[config.mk]
export PLATFORM = sky130hd
export DESIGN_NAME = cordic_fixed_to_float
export DESIGN_NICKNAME = d
export VERILOG_FILES = /design/src/rtl/cordic_fixed_to_float.sv
export SDC_FILE = /design/constraint.sdc
export NUM_CORES = 1
export LEC_CHECK = 0
export ABC_AREA = 1
export CAP_MARGIN = 20
export CORE_ASPECT_RATIO = 0.9
export CORE_MARGIN = 8
export CORE_UTILIZATION = 35
export CTS_BUF_LIST = sky130_fd_sc_hd__clkbuf_8
export DETAILED_ROUTE_END_ITERATION = 6
export GPL_TIMING_DRIVEN = 0
export PLACE_DENSITY = 0.64
export RECOVER_POWER = 25
export SLEW_MARGIN = 10
export SYNTH_ARGS = -nofsm -noshare
export SYNTH_HDL_FRONTEND = slang
export SYNTH_SLANG_ARGS = --single-unit
[constraint.sdc]
create_clock -name clk -period 8.7 [get_ports clk]
set_input_delay 1.74 -clock clk [delete_from_list [all_inputs] [get_ports clk]]
set_output_delay 1.74 -clock clk [all_outputs]
set_load 0.05 [all_outputs]
[src/rtl/cordic_fixed_to_float.sv]
// Exact signed Q(INTEGER_WIDTH).(FRACTIONAL_WIDTH) to IEEE-754 single conversion.
// Three clk_en-gated stages: sign/magnitude, normalise, pack; squared float rides alongside.
module cordic_fixed_to_float #(
    parameter int unsigned INTEGER_WIDTH    = 2,
    parameter int unsigned FRACTIONAL_WIDTH = 20,
    parameter int unsigned DATA_WIDTH       = INTEGER_WIDTH + FRACTIONAL_WIDTH,
    parameter int unsigned FLOAT_DATA_WIDTH = 32
) (
    input  logic                        clk,
    input  logic                        rst,
    input  logic                        clk_en,
    input  logic [DATA_WIDTH-1:0]       fixed_in,
    input  logic [FLOAT_DATA_WIDTH-1:0] squared_in,
    input  logic                        valid_in,
    output logic [FLOAT_DATA_WIDTH-1:0] float_out,
    output logic [FLOAT_DATA_WIDTH-1:0] squared_out,
    output logic                        valid_out,
    output logic                        pipeline_cleared
);

    localparam int unsigned LZ_W     = $clog2(DATA_WIDTH);
    localparam int unsigned EXP_W    = 8;
    localparam int unsigned MANT_W   = 23;
    localparam int unsigned MANT_PAD = MANT_W - (DATA_WIDTH - 1);
    localparam int unsigned EXP_TOP  = 127 + INTEGER_WIDTH - 1;

    logic                        r_s1_sign, r_s1_zero, r_s1_vld;
    logic [DATA_WIDTH-1:0]       r_s1_mag;
    logic [FLOAT_DATA_WIDTH-1:0] r_s1_sq;

    logic                        r_s2_sign, r_s2_zero, r_s2_vld;
    logic [DATA_WIDTH-1:0]       r_s2_norm;
    logic [LZ_W-1:0]             r_s2_lz;
    logic [FLOAT_DATA_WIDTH-1:0] r_s2_sq;

    logic [FLOAT_DATA_WIDTH-1:0] r_float, r_sq;
    logic                        r_vld;

    logic [DATA_WIDTH-1:0]       w_mag;
    logic [LZ_W-1:0]             w_lz;
    logic [EXP_W-1:0]            w_exp;
    logic [FLOAT_DATA_WIDTH-1:0] w_float;

    // The most negative input has a magnitude that still fits unsigned in DATA_WIDTH bits.
    always_comb begin
        w_mag = fixed_in[DATA_WIDTH-1] ? (~fixed_in + DATA_WIDTH'(1)) : fixed_in;
    end

    // Leading-zero count: the highest set bit is visited last and wins.
    always_comb begin
        w_lz = '0;
        for (int i = 0; i < DATA_WIDTH; i++) begin
            if (r_s1_mag[i]) begin
                w_lz = LZ_W'(DATA_WIDTH - 1 - i);
            end
        end
    end

    always_comb begin
        w_exp   = EXP_W'(EXP_TOP) - EXP_W'(r_s2_lz);
        w_float = FLOAT_DATA_WIDTH'({r_s2_sign, w_exp, r_s2_norm[DATA_WIDTH-2:0], MANT_PAD'(0)});
        if (r_s2_zero) begin
            w_float = '0;
        end
    end

    always_ff @(posedge clk or posedge rst) begin
        if (rst) begin
            r_s1_sign <= 1'b0;
            r_s1_zero <= 1'b0;
            r_s1_vld  <= 1'b0;
            r_s1_mag  <= '0;
            r_s1_sq   <= '0;
            r_s2_sign <= 1'b0;
            r_s2_zero <= 1'b0;
            r_s2_vld  <= 1'b0;
            r_s2_norm <= '0;
            r_s2_lz   <= '0;
            r_s2_sq   <= '0;
            r_float   <= '0;
            r_sq      <= '0;
            r_vld     <= 1'b0;
        end else if (clk_en) begin
            r_s1_sign <= fixed_in[DATA_WIDTH-1];
            r_s1_zero <= (fixed_in == '0);
            r_s1_vld  <= valid_in;
            r_s1_mag  <= w_mag;
            r_s1_sq   <= squared_in;
            r_s2_sign <= r_s1_sign;
            r_s2_zero <= r_s1_zero;
            r_s2_vld  <= r_s1_vld;
            r_s2_norm <= r_s1_mag << w_lz;
            r_s2_lz   <= w_lz;
            r_s2_sq   <= r_s1_sq;
            r_float   <= w_float;
            r_sq      <= r_s2_sq;
            r_vld     <= r_s2_vld;
        end
    end

    assign float_out        = r_float;
    assign squared_out      = r_sq;
    assign valid_out        = r_vld;
    assign pipeline_cleared = ~(r_s1_vld | r_s2_vld | r_vld);

endmodule
# Word-level counts from Yosys, hierarchy flattened

Index checks and enable logic that the tools add are counted.

Flip-flop bits (word level): 183
Latch bits: 0
Bits in writable memories: 0
ROM bits: 0
Logic and storage cells: 46
Memories: 0

Add/subtract/negate cells: 2
$mul: 0
Divide/modulo/power cells: 0
Order comparisons: 0
Eq/ne operators: 0
Shifts and indexed selects: 1
Muxes and demuxes: 24
Bitwise operators: 4
Reduce and logical (&&, ||, !) cells: 1

Operators by type and width:

| operator              | number |
|---|---|
| $mux 5                | 22 |
| $mux 32               | 1 |
| $add 22x1->22 const B | 1 |
| $logic_not 22->1      | 1 |
| $mux 22               | 1 |
| $not 22->22           | 1 |
| $shl 22x5->21         | 1 |
| $sub 8x5->8 const A   | 1 |
| $or 1x1->1            | 2 |
| $not 1->1             | 1 |

# Longest topological paths before layout

Depth after elaboration: 23
Gate-level depth with buffers: 30
Depth with buffers taken out: 29

# Worst setup path after synthesis

Ideal clock, no wire load.

Path type: input-to-reg
Start: in fixed_in[1]
End: reg r_s1_mag[17]
Library setup time: 0.126 ns
Arrival time: 3.311 ns
Setup slack: 5.262 ns
Stages on the path: 13
Path through: nor3_1 > inv_1 > nor2_1 > inv_1 > nor3_1 > inv_1 > nor4_1 > nand2_1 > nor3_1 > nand2_1 > nand2_1 > xor2_1 > o21ai_0

Word-level cells in the longest chain between the ends: 3

Ends and longest elaborated chain:

| what                 | RTL line | text |
|---|---|---|
| from (decl)          | 12       | `input logic [DATA_WIDTH-1:0] fixed_in,` |
| $not 22->22          | 46       | `w_mag = fixed_in[DATA_WIDTH-1] ? (~fixed_in + DATA_WIDTH'(1)) : fixed_in;` |
| $add 22x1->22        | 46       |  |
| $mux 22              | 46       |  |
| to (signal assigned) | 87       | `r_s1_mag <= w_mag;` |
| to (decl)            | 28       | `logic [DATA_WIDTH-1:0] r_s1_mag;` |

No other way between the ends.
A chain may end at the register's enable or synchronous reset.

==> metrics.yaml <==
outcome:
  outcome: "finished, violations left"
  violations: "capacitance limit, slew limit"
worst_setup_path:
  reg2reg_depth: 15
  r2r_end: "r_s2_norm[11]$_DFFE_PP0P_"
  critPathKind: "in -> async"
  cp_max_fo: 97
  critical-path-top-delay-family: "buffers and inverters"
  cpPeakStageDelay_ns: 2.37
  critical_path.startpoint_type: "input pin"
  crit_chain: "dlygate4sd3_1 > clkinvlp_2"
  crit-reg2reg-launch: "r_s1_mag[5]$_DFFE_PP0P_"
  r2r_setup_slack_ns: 5.77
  required_ns: 8.55
  crit_path_end_kind: "asynchronous set/reset pin"
  cp_slowest_cell: "clkinvlp_2"
  worst-path-buf-inv: 2
  crit_arrival_ns: 4.73
placed_design:
  io_buffers: 120
  gp_congestion: 0.9118
  dp_cells: 1452
  dp_worst_setup_slack_ns: 4.210
  dpl.hpwl_um: 18370
clock_tree:
  clk_latency_ns: 0.48
  clkTransAtPathRegs_ns: 0.11
  cts_setup_buffers: 0
  numCtsBuffers: 17
  clk_path_buf_depth: 2
  hold_buffers: 0
  cts.sinks: 181
  clockRootBuffer: "clkbuf_8"
  cts_tree: "yes"
  ctsResizeCount: 0
  h-tree-depth: 4
finish:
  final_layout_size_suffix_gt1_frac: 0.04822
  final_core_util: 0.4438
  syn_to_final_growth_pct: 24.33
  n_antenna_cell: 0
  nets: 1229
  final_cells: 1484
global_route:
  gr-usage-all-layers: 0.1727
  grt_antenna_before_repair: 0
  grt_max_degree: 98
  grt.overflow.total: 0
  grt_pass1_wl_um: 39630
  grt_pass1_vias: 7419
power_and_ir_drop:
  p_int_w: 0.001443
  pwr-share-seq: 0.438
  p_switching_w: 0.0009467
  power_density_nw_per_um2: 230.0
  p_leak_nw: 4.879
  p_clk_frac: 0.250
  switching_share: 0.3962
  peakVddDrop_mv: 0.1471
  p_comb_frac: 0.313
  p_total_w: 0.002390
floorplan:
  die_w_um: 178.9
  initial_utilization: 0.3569
  die_y_um: 162.6
  coreArea_um2: 23410
  num_rows: 53
  ioPinCount: 124
  die_area_um2: 29080
timing:
  worst_pin_slew_ns: 4.236
  clock-skew-final_ns: 0.01318
  drv_slew: 97
  setup_ws_ns: 3.826
  min_period_ns: 4.874
  fmax_mhz: 205.2
  fin_crit_sh: 0.5602
  finalHoldViolations: 0
  slew_headroom: -1.840
  setup_viol: 0
  rsz0062_at_grt: "no"
yosys:
  yosys.cell_types.count: 38
  synth_simple_gate_area_frac: 0.2493
  synthFlopType: "dfrtp_1"
  synth_top_family_by_area: "simple AND/OR/NAND/NOR gates"
  syn_inst: 1028
  synthMuxAreaShare: 0
  ys_warn_count: 0
  synth-seq-area-share: 0.5421
  syn-cell-area_um2: 8356
  ys_ff_latch: 181
  synth_compound_area_frac: 0.1093
  syn_avg_cell_area_um2: 8.128
  synth_edf_count: 0
  synth_adder_area_share: 0.002995
  async_flop_share: 1.000
  synth_xor_area_frac: 0.01887
drt:
  vias: 7324
  first_pass_iters: 5
  wl_met2_um: 11050
  routed_via_density: 4.935
  routed.top_layer: "met4"
  wl_um: 24410
  drtAntennaViolNets: 0
  wire_per_inst_um: 16.45
  wl_met1_um: 11200
  drtIter0Drc: 580
  wl_met3_um: 1803
  drc: 0
worst_hold_path:
  hold_class: "reg -> reg"
  holdPathEnd: "squared_out[0]$_DFFE_PP0P_"
  hold-path-cell-count: 2
  hp-start: "r_s2_sq[0]$_DFFE_PP0P_"
job:
  cap_violations: 1
## area by class of cell
| type | instances | area (um^2) |
|---|---|---|
| multi-input combinational | 690 | 3187 |
| buffer | 53 | 249.0 |
| fill | 2376 | 13020 |
| tap | 302 | 377.9 |
| clock buffer | 18 | 247.7 |
| timing repair buffer | 121 | 1229 |
| clock inverter | 14 | 173.9 |
| sequential | 181 | 4529 |
| inverter | 105 | 395.4 |
## power groups by stage
stage / Combinational [W] / Sequential [W] / Clock, W
floorplan: 0.000308 / 0.00123 / 0
global placement: 0.000742 / 0.00106 / 0
detailed placement: 0.000751 / 0.00106 / 0
CTS: 0.000752 / 0.00105 / 0.000608
global route: 0.000816 / 0.00106 / 0.000637
finish: 0.000747 / 0.00105 / 0.000597
## cell usage after synthesis, types with 7 or more instances
cell type	count	area [um^2]
nand2_1	339	1272
nor4_1	7	43.79
clkbuf_1	37	138.9
nand3_1	96	480.5
dfrtp_1	181	4529
inv_1	101	379.1
xnor2_1	8	70.07
nor3_1	14	70.07
o22ai_1	7	43.79
xor2_1	10	87.58
nor2_1	34	127.6
a22o_1	8	70.07
o21ai_0	125	625.6
a21oi_1	10	50.05
## stage by stage
step	hold slack (ns)	TNS (ns)	area, um^2
final	0.4746	0	10390
after global routing	0.4865	0	10390
after CTS	0.4765	0	10400
after detailed placement	0.4587	0	9973
after global placement	0.4546	-58.50	9938
after floorplan	0.4422	0	8359
## worst register-to-register path: cells and delay by family (launching register included)
family	cells	cell delay [ns]
AND/OR/NAND/NOR	11	1.16
AO/OA/AOI/OAI	2	0.68
buffers and inverters	2	0.52
flip-flops	1	0.44
## metal layers
metal | up-vias | track usage
met5 | - | 0
met4 | 0 | 0.04131
met3 | 26 | 0.05146
met2 | 226 | 0.2688
met1 | 3489 | 0.2322
li1 | 3583 | -
## logic make-up after synthesis
logic type | Yosys count
xor gates and xnor gates | 18
and+or+nand+nor | 502
DFF | 181
buffers and inverters | 158
AOI/OAI and AO/OA | 166
other | 1
adders and majority gates | 2
## how the worst max path moves through the flow
stage / from / to / cells after the start
6_report: rst / r_s2_sq[1]$_DFFE_PP0P_ / 2
5_1_grt: rst / r_s1_sq[30]$_DFFE_PP0P_ / 2
4_1_cts: fixed_in[0] / r_s1_mag[20]$_DFFE_PP0P_ / 13
3_5_place_dp: fixed_in[0] / r_s1_mag[20]$_DFFE_PP0P_ / 13
3_3_place_gp: rst / float_out[22]$_DFFE_PP0P_ / 2
2_1_floorplan: rst / float_out[10]$_DFFE_PP0P_ / 1
## registers in the layout (all words and copies together) (netlist names)
name / flops
r_s1_sq: 32
r_s2_sq: 32
squared_out: 32
float_out: 30
r_s1_mag: 22
r_s2_norm: 21
r_s2_lz: 5
r_s1_sign: 1
r_s1_vld: 1
r_s1_zero: 1
r_s2_sign: 1
r_s2_vld: 1
r_s2_zero: 1
valid_out: 1
## placed cells by master (no fill, tap or decap), types with 4 or more instances in the layout
cell / n
nand2_1: 339
dfrtp_1: 181
o21ai_0: 125
clkdlybuf4s50_1: 119
inv_1: 100
nand3_1: 96
clkbuf_1: 37
nor2_1: 34
clkbuf_8: 18
nor3_1: 14
a21oi_1: 10
xor2_1: 10
xnor2_1: 8
a22o_1: 8
nor4_1: 7
o22ai_1: 7
o211ai_1: 6
buf_4: 5
clkinv_8: 5
buf_2: 4
nand4_1: 4
buf_1: 4
Power figures use the tool's default switching activity.
